==> src/rtl/mem_stall_ctrl.sv <==
// mem_stall_ctrl
//   M-stage data-memory access controller. Accepts a load/store from the M
//   stage, runs a req/ack handshake with a multi-cycle data memory and holds
//   StallReqM until the access completes. Applies byte enables and store lane
//   replication, and extends load data. A misaligned or illegal op faults
//   immediately with no bus request. A request that gets no ack within
//   TIMEOUT cycles is aborted with a bus error.
//
//   Ports
//     clk, rst                 clock, synchronous active-high reset
//     MemReqM, MemWriteM       M stage holds a load/store; 1 = store
//     funct3M, AddrM           width/sign code, byte address
//     WriteDataM               right-aligned store data
//     ReadDataM                extended load data, valid in DONE
//     StallReqM, BubbleW       stall F/D/E/M, flush W (same signal)
//     MemFaultM                one-cycle fault pulse
//     mem_req/we/addr/wdata/be registered memory request
//     mem_ack, mem_rdata       memory completion pulse and read word
module mem_stall_ctrl #(
    parameter int TIMEOUT = 255
) (
    input  logic        clk,
    input  logic        rst,
    input  logic        MemReqM,
    input  logic        MemWriteM,
    input  logic [2:0]  funct3M,
    input  logic [31:0] AddrM,
    input  logic [31:0] WriteDataM,
    output logic [31:0] ReadDataM,
    output logic        StallReqM,
    output logic        BubbleW,
    output logic        MemFaultM,
    output logic        mem_req,
    output logic        mem_we,
    output logic [31:0] mem_addr,
    output logic [31:0] mem_wdata,
    output logic [3:0]  mem_be,
    input  logic        mem_ack,
    input  logic [31:0] mem_rdata
);

    localparam int CW = (TIMEOUT < 2) ? 1 : $clog2(TIMEOUT + 1);

    typedef enum logic [1:0] {IDLE, REQ, DONE} state_t;

    state_t         state_q, state_d;
    logic [CW-1:0]  cnt_q;
    logic [2:0]     f3_q;      // width/sign of the access in flight
    logic [1:0]     off_q;     // byte offset of the access in flight
    logic           tmo_q;     // access ended by timeout; fault shows in DONE

    logic           op_fault, accept, tmo_hit;
    logic [3:0]     be;
    logic [31:0]    wdata, lane, ld_ext;

    // Fault check on the live M-stage inputs
    always_comb begin
        op_fault = (funct3M[1:0] == 2'b11) || (funct3M == 3'b110)
                || ((funct3M[1:0] == 2'b01) && AddrM[0])
                || ((funct3M[1:0] == 2'b10) && (AddrM[1:0] != 2'b00));
    end

    assign accept  = (state_q == IDLE) && MemReqM && !op_fault;
    assign tmo_hit = (cnt_q == CW'(TIMEOUT - 1));

    // Byte enables and lane-replicated store data
    always_comb begin
        be    = 4'b1111;
        wdata = WriteDataM;
        case (funct3M[1:0])
            2'b00: begin
                be    = 4'b0001 << AddrM[1:0];
                wdata = {4{WriteDataM[7:0]}};
            end
            2'b01: begin
                be    = AddrM[1] ? 4'b1100 : 4'b0011;
                wdata = {2{WriteDataM[15:0]}};
            end
            default: ;
        endcase
    end

    // Load lane select and extension, from the registered access attributes
    always_comb begin
        lane = mem_rdata >> {off_q, 3'b000};
        case (f3_q)
            3'b000:  ld_ext = {{24{lane[7]}},  lane[7:0]};
            3'b001:  ld_ext = {{16{lane[15]}}, lane[15:0]};
            3'b100:  ld_ext = {24'd0, lane[7:0]};
            3'b101:  ld_ext = {16'd0, lane[15:0]};
            default: ld_ext = mem_rdata;
        endcase
    end

    // Next state and the combinational pipeline-control outputs.
    // The accepting IDLE cycle already stalls, so a 1-cycle ack costs
    // exactly two stall cycles. Outputs are forced quiet while in reset.
    always_comb begin
        state_d   = state_q;
        StallReqM = 1'b0;
        MemFaultM = 1'b0;
        case (state_q)
            IDLE: if (accept) state_d = REQ;
            REQ:  if (mem_ack || tmo_hit) state_d = DONE;
            DONE: state_d = IDLE;
            default: state_d = IDLE;
        endcase
        if (!rst) begin
            StallReqM = accept || (state_q == REQ);
            MemFaultM = ((state_q == IDLE) && MemReqM && op_fault)
                     || ((state_q == DONE) && tmo_q);
        end
    end

    assign BubbleW = StallReqM;

    always_ff @(posedge clk) begin
        if (rst) begin
            state_q   <= IDLE;
            cnt_q     <= '0;
            f3_q      <= '0;
            off_q     <= '0;
            tmo_q     <= 1'b0;
            mem_req   <= 1'b0;
            mem_we    <= 1'b0;
            mem_addr  <= '0;
            mem_wdata <= '0;
            mem_be    <= '0;
            ReadDataM <= '0;
        end else begin
            state_q <= state_d;
            case (state_q)
                IDLE: if (accept) begin
                    mem_req   <= 1'b1;
                    mem_we    <= MemWriteM;
                    mem_addr  <= {AddrM[31:2], 2'b00};
                    mem_wdata <= wdata;
                    mem_be    <= be;
                    f3_q      <= funct3M;
                    off_q     <= AddrM[1:0];
                    cnt_q     <= '0;
                    tmo_q     <= 1'b0;
                end
                REQ: begin
                    // An ack on the final allowed cycle still completes normally
                    if (mem_ack) begin
                        ReadDataM <= ld_ext;
                        mem_req   <= 1'b0;
                    end else if (tmo_hit) begin
                        ReadDataM <= '0;
                        tmo_q     <= 1'b1;
                        mem_req   <= 1'b0;
                    end else begin
                        cnt_q <= cnt_q + CW'(1);
                    end
                end
                default: ;
            endcase
        end
    end

endmodule
==> config.mk <==
export PLATFORM = sky130hd
export DESIGN_NAME = mem_stall_ctrl
export DESIGN_NICKNAME = d
export VERILOG_FILES = /design/src/rtl/mem_stall_ctrl.sv
export SDC_FILE = /design/constraint.sdc
export NUM_CORES = 1
export LEC_CHECK = 0
export ABC_AREA = 0
export CAP_MARGIN = 20
export CORE_MARGIN = 10
export CORE_UTILIZATION = 43
export DETAILED_ROUTE_END_ITERATION = 16
export MAX_ROUTING_LAYER = met4
export PLACE_DENSITY = 0.81
export SYNTH_ARGS = -nofsm -noshare
export SYNTH_HDL_FRONTEND = slang
export SYNTH_SLANG_ARGS = --single-unit
==> constraint.sdc <==
create_clock -name clk -period 2.1 [get_ports clk]
set_input_delay 0.42 -clock clk [delete_from_list [all_inputs] [get_ports clk]]
set_output_delay 0.42 -clock clk [all_outputs]
set_load 0.01 [all_outputs]
; Word-level counts from Yosys, hierarchy flattened
; Cells that the tools add are included.
[op_classes]
reduce_logical = 25
muxes = 23
eq_ne = 16
n_addsub = 1
n_shift = 2
[op_table]
columns = operator, n
row1 = one-hot mux 32 bit (4 select lines), 1
row2 = 2-to-1 mux 32 bit, 2
row3 = one-hot mux 32 bit (2 select lines), 1
row4 = >> shifter 32 x 5 -> 16 bit, 1
row5 = 2-to-1 mux 8 bit, 3
row6 = one-hot mux 8 bit (2 select lines), 1
row7 = "inequality test 2 bit, second input constant", 5
row8 = "equality test 3 bit, second input constant", 3
row9 = "adder 8 x 1 -> 8 bit, second input constant", 1
row10 = "equality test 8 bit, second input constant", 1
row11 = 2-to-1 mux 1 bit, 8
row12 = one-hot mux 4 bit (2 select lines), 1
row13 = AND reduction 4 bit, 2
row14 = "equality test 2 bit, second input constant", 3
row15 = logical AND 1 bit, 6
row16 = logical OR 1 bit, 6
row17 = AND reduction 2 bit, 3
row18 = nonzero test 2 bit, 3
row19 = "equality test 2 x 1 -> 1 bit, second input constant", 2
row20 = logical NOT 2 bit, 2
row21 = 2-to-1 mux 2 bit, 2
row22 = 2-to-1 mux 4 bit, 1
row23 = one-hot mux 1 bit (2 select lines), 2
row24 = one-hot mux 2 bit (2 select lines), 1
row25 = other kinds (6), 6
[word_totals]
inputBits = 104
regBits = 116
out_inout_bits = 105

; Logic depth before layout (Yosys ltp)
[depth]
word_depth = 8
mapped_depth = 8
depth_no_buf = 7

; Worst setup path after synthesis
; No wires, ideal clock.
[synth_path]
kind = input port to output port
startpoint = in AddrM[1]
endpoint = out StallReqM
stages = 5
arrival_time_ns = 1.606
setup_slack_ns = 0.074
path_cell_list = nor4_4 o211ai_2 clkbuf_1 a21oi_1 buf_4
[synth_between]
elab_chain_cells = 7
[synth_rtl]
columns = element, line
row1 = start: declaration, 27  ; input logic [31:0] AddrM,
row2 = nonzero test 2 bit, 60  ; || ((funct3M[1:0] == 2'b10) && (AddrM[1:0] != 2'b00));
row3 = logical AND 1 bit, 60
row4 = logical OR 1 bit, 60
row5 = logical NOT 1 bit, 63  ; assign accept = (state_q == IDLE) && MemReqM && !op_fault;
row6 = logical AND 1 bit, 63
row7 = logical OR 1 bit, 109  ; StallReqM = accept || (state_q == REQ);
row8 = 2-to-1 mux 1 bit, 108  ; if (!rst) begin
row9 = end: declaration, 30  ; output logic StallReqM,
; No other way between the ends.

; Final worst setup path
[layout_path]
startpoint = in MemReqM
endpoint = out MemFaultM
[layout_between]
elab_chain_cells = 4
[layout_rtl]
columns = element, line
row1 = start: declaration, 24  ; input logic MemReqM,
row2 = logical AND 1 bit (2 in series), 110  ; MemFaultM = ((state_q == IDLE) && MemReqM && op_fault)
row3 = logical OR 1 bit, 111  ; || ((state_q == DONE) && tmo_q);
row4 = 2-to-1 mux 1 bit, 108
row5 = end: declaration, 32  ; output logic MemFaultM,
; No other way between the ends.

==> summary.txt <==
Clock network
  • H-Tree Depth: 4
  • Hold-fix buffers, CTS: 0
  • Total CTS buffers: 17
  • Clock Latency Late Sink: between 0.4 and 0.5 ns
  • Clock slew at the register clock pins of the worst setup and hold paths: 0.06 ns
  • CTS max path bufs: 2
  • CTS tree: built
  • Root buf cell: clkbuf_16
  • Clock sink count: between 100 and 150

Place
  • # port buffers: about 200
  • Placed Area: 7325 um^2
  • GPL Wtd Cong: just under 0.9
  • Setup slack at placement: -0.6604 ns
  • DP HPWL: 13.62 mm
  • DP Cell Count: 940

Routing
  • TritonRoute pass-1 iters: 5
  • Vias: 5405
  • Via/cell ratio: between 5 and 6
  • Residual DRC: 0
  • Antenna violation net count after detailed routing: 0
  • Drt total wl: 18.44 mm
  • Routed wire per std cell: about 19 um
  • Iteration-0 DRC Markers: ~530

Run
  • Max Cap Viol: 0

GRT
  • Total GRT Usage: approximately 22%
  • GRT Residual Overflow: 0
  • Largest net degree at the start of global routing: 55
  • First-pass GRT wire length: about 29 mm
  • Vias in the first global route: around 5500
  • Initial antenna violation count: 0

Synth
  • Synth Instances: between 600 and 700
  • Synth top area share: between 40% and 50%
  • Yosys synthesis warning count: 0
  • Leading post-synthesis cells by cell area: dfxtp_1 46%, nand2_1 8.8%, a21oi_1 6.1%
  • Number of synthesized flops with an enable pin: 0
  • Synthesized flop and latch total: 116
  • Ys async rst share: 0%
  • Dominant cell type by area after synthesis: dfxtp_1
  • Synth Flop Type: dfxtp_1
  • Synth cell types: 48
  • Syn Area/Cell: 8.274 um^2
  • Mapped Area: ~5000 um^2
  • Most frequent cell after synthesis: nand2_1
  • Top cells by count, synth: 117 x nand2_1, 116 x dfxtp_1, 61 x a21oi_1, 53 x o21ai_0, 46 x nor2_1
  • Seq/Total Area, Yosys: a little under half

STA
  • Final-report max-slew violation count: 0
  • Minimum clock period: 2.018 ns
  • Final hold viol count: 0
  • Slew at the pin closest to its max-slew limit: between 0.5 and 0.6 ns
  • Worst Clk Skew: roughly 0.0062 ns
  • Final setup violating endpoints: 0
  • Final setup TNS: 0 ns
  • RSZ-0062 raised after global routing: false
  • F_max: around 500 MHz
  • Hold WS: 0.4003 ns
  • Normalized max-slew margin: slightly above 60%
  • Crit share post-route: a little over nine tenths
  • Final setup margin: 0.08171 ns

Final layout
  • Multi-input gate area: 2442 um^2
  • Fill cells: around 900
  • Area delta synth->final: 58.06%
  • Fraction of final layout cells sized beyond drive strength 1: around a tenth
  • Core Util, Final: 69.30%
  • Final Cell Area: 7913 um^2
  • Reg area: approximately 2300 um^2
  • Antenna diodes: 0
  • Layout Cells excl Fill: around 970
  • Post-layout net count: 924

Power and ir drop
  • Pwr per Cell Area: about 770 nW/um^2
  • P_leak: around 2.9 nW
  • Total power: a little over 6 mW
  • Worst vdd ir: 0.0007415 V

Floorplan
  • Height of the die: roughly 130 um
  • Initial Utilization: 43.84%
  • Ports: 209
  • Row count: 39
  • Die width: 127.9 um
  • Placeable Area: ~11000 um^2
  • Die area: about 16000 um^2

Run status
  • Status: complete, no violations

Setup path
  • CP Data Arrival Time: 1.60 ns
  • Setup crit start kind: primary input
  • Worst Path Required: 1.68 ns
  • Critical Path Sink Type: output port
  • Critical path peak fanout: 3
  • Setup CP Type: primary input to output port

Hold path
  • HP Class: primary input to register
-- flip-flops by register name, summed over array words and instances, names as in the netlist --
name       cells
ReadDataM     32
cnt_q          8
f3_q           3
mem_addr      30
mem_be         4
mem_req        1
mem_wdata     32
mem_we         1
off_q          2
state_q        2
tmo_q          1
-- critical path: stages --
cell	delay, ns
clkdlybuf4s50_1	0.45
nor2b_1	0.14
buf_4	0.16
a22oi_2	0.06
nor3_2	0.19
buf_2	0.18
-- metal layers --
metal	global-route usage, %	routed length [um]	vias to the layer above
li1	-	-	2575
met1	25.40	7466	2519
met2	33.91	8284	271
met3	9.264	2089	40
met4	10.13	598	0
met5	-	0	-
-- power breakdown --
part / internal (mW) / switching, mW
registers: 2.30 / 0.0649
clock network: 1.70 / 1.07
logic: 0.500 / 0.451
-- cell families after synthesis --
kind of cell,count (synthesis),share of synthesized area (%)
fa+ha+maj,2,0.4998
xor+xnor,3,0.5250
other cells,1,0.07491
flops,116,46.39
buf+inv,62,5.549
mux,23,4.649
simple gates,190,15.75
compound gates,208,26.57
-- layout by cell type, fill, tap and decap left out, types with 3 or more instances in the layout --
| cell | netlist | routed |
|---|---|---|
| a2bb2oi_1 | 6 | 6 |
| inv_1 | 12 | 12 |
| nand2b_1 | 4 | 4 |
| clkinvlp_4 | 0 | 5 |
| o211ai_1 | 8 | 8 |
| buf_2 | 15 | 3 |
| dlygate4sd2_1 | 0 | 3 |
| o22ai_1 | 6 | 6 |
| nor3_1 | 4 | 3 |
| o21ai_0 | 53 | 53 |
| nand3_1 | 5 | 5 |
| a21oi_1 | 61 | 60 |
| a211oi_1 | 11 | 11 |
| xor2_1 | 3 | 3 |
| nand2_1 | 117 | 117 |
| dfxtp_1 | 116 | 116 |
| inv_6 | 0 | 3 |
| o2bb2ai_1 | 9 | 9 |
| buf_4 | 5 | 33 |
| a311oi_1 | 10 | 10 |
| o311a_1 | 5 | 5 |
| buf_12 | 0 | 3 |
| a22oi_1 | 25 | 24 |
| nand4_1 | 3 | 3 |
| nor2b_1 | 4 | 4 |
| clkinv_4 | 0 | 3 |
| clkbuf_16 | 0 | 17 |
| a41oi_1 | 3 | 3 |
| nor2_1 | 46 | 45 |
| clkdlybuf4s50_1 | 0 | 197 |
| mux2i_1 | 21 | 21 |
-- path summary, 6_finish.rpt --
path         depth (start not counted)            to  slack [ns]         start
max                                  6     MemFaultM        0.08       MemReqM
min                                  3  ReadDataM[7]        0.40           rst
max reg2reg                          5  ReadDataM[8]        0.24      off_q[1]
min reg2reg                          2  mem_addr[27]        0.46  mem_addr[27]
-- layout make-up --
| type | instances | area share, % |
|---|---|---|
| Multi-Input combinational cell | 428 | 30.87 |
| Timing Repair Buffer | 241 | 29.55 |
| Sequential cell | 116 | 29.35 |
| Clock buffer | 19 | 5.724 |
| Tap cell | 143 | 2.261 |
| Clock inverter | 13 | 1.581 |
| Inverter | 14 | 0.6641 |
-- timing repair --
item	4_1_cts	5_1_grt
setup endpoints to repair	3	3
gates cloned	0	0
pin swaps	2	3
gates resized for setup	19	5
buffers inserted	2	0
No activity file was read; power rests on OpenSTA's default activity.
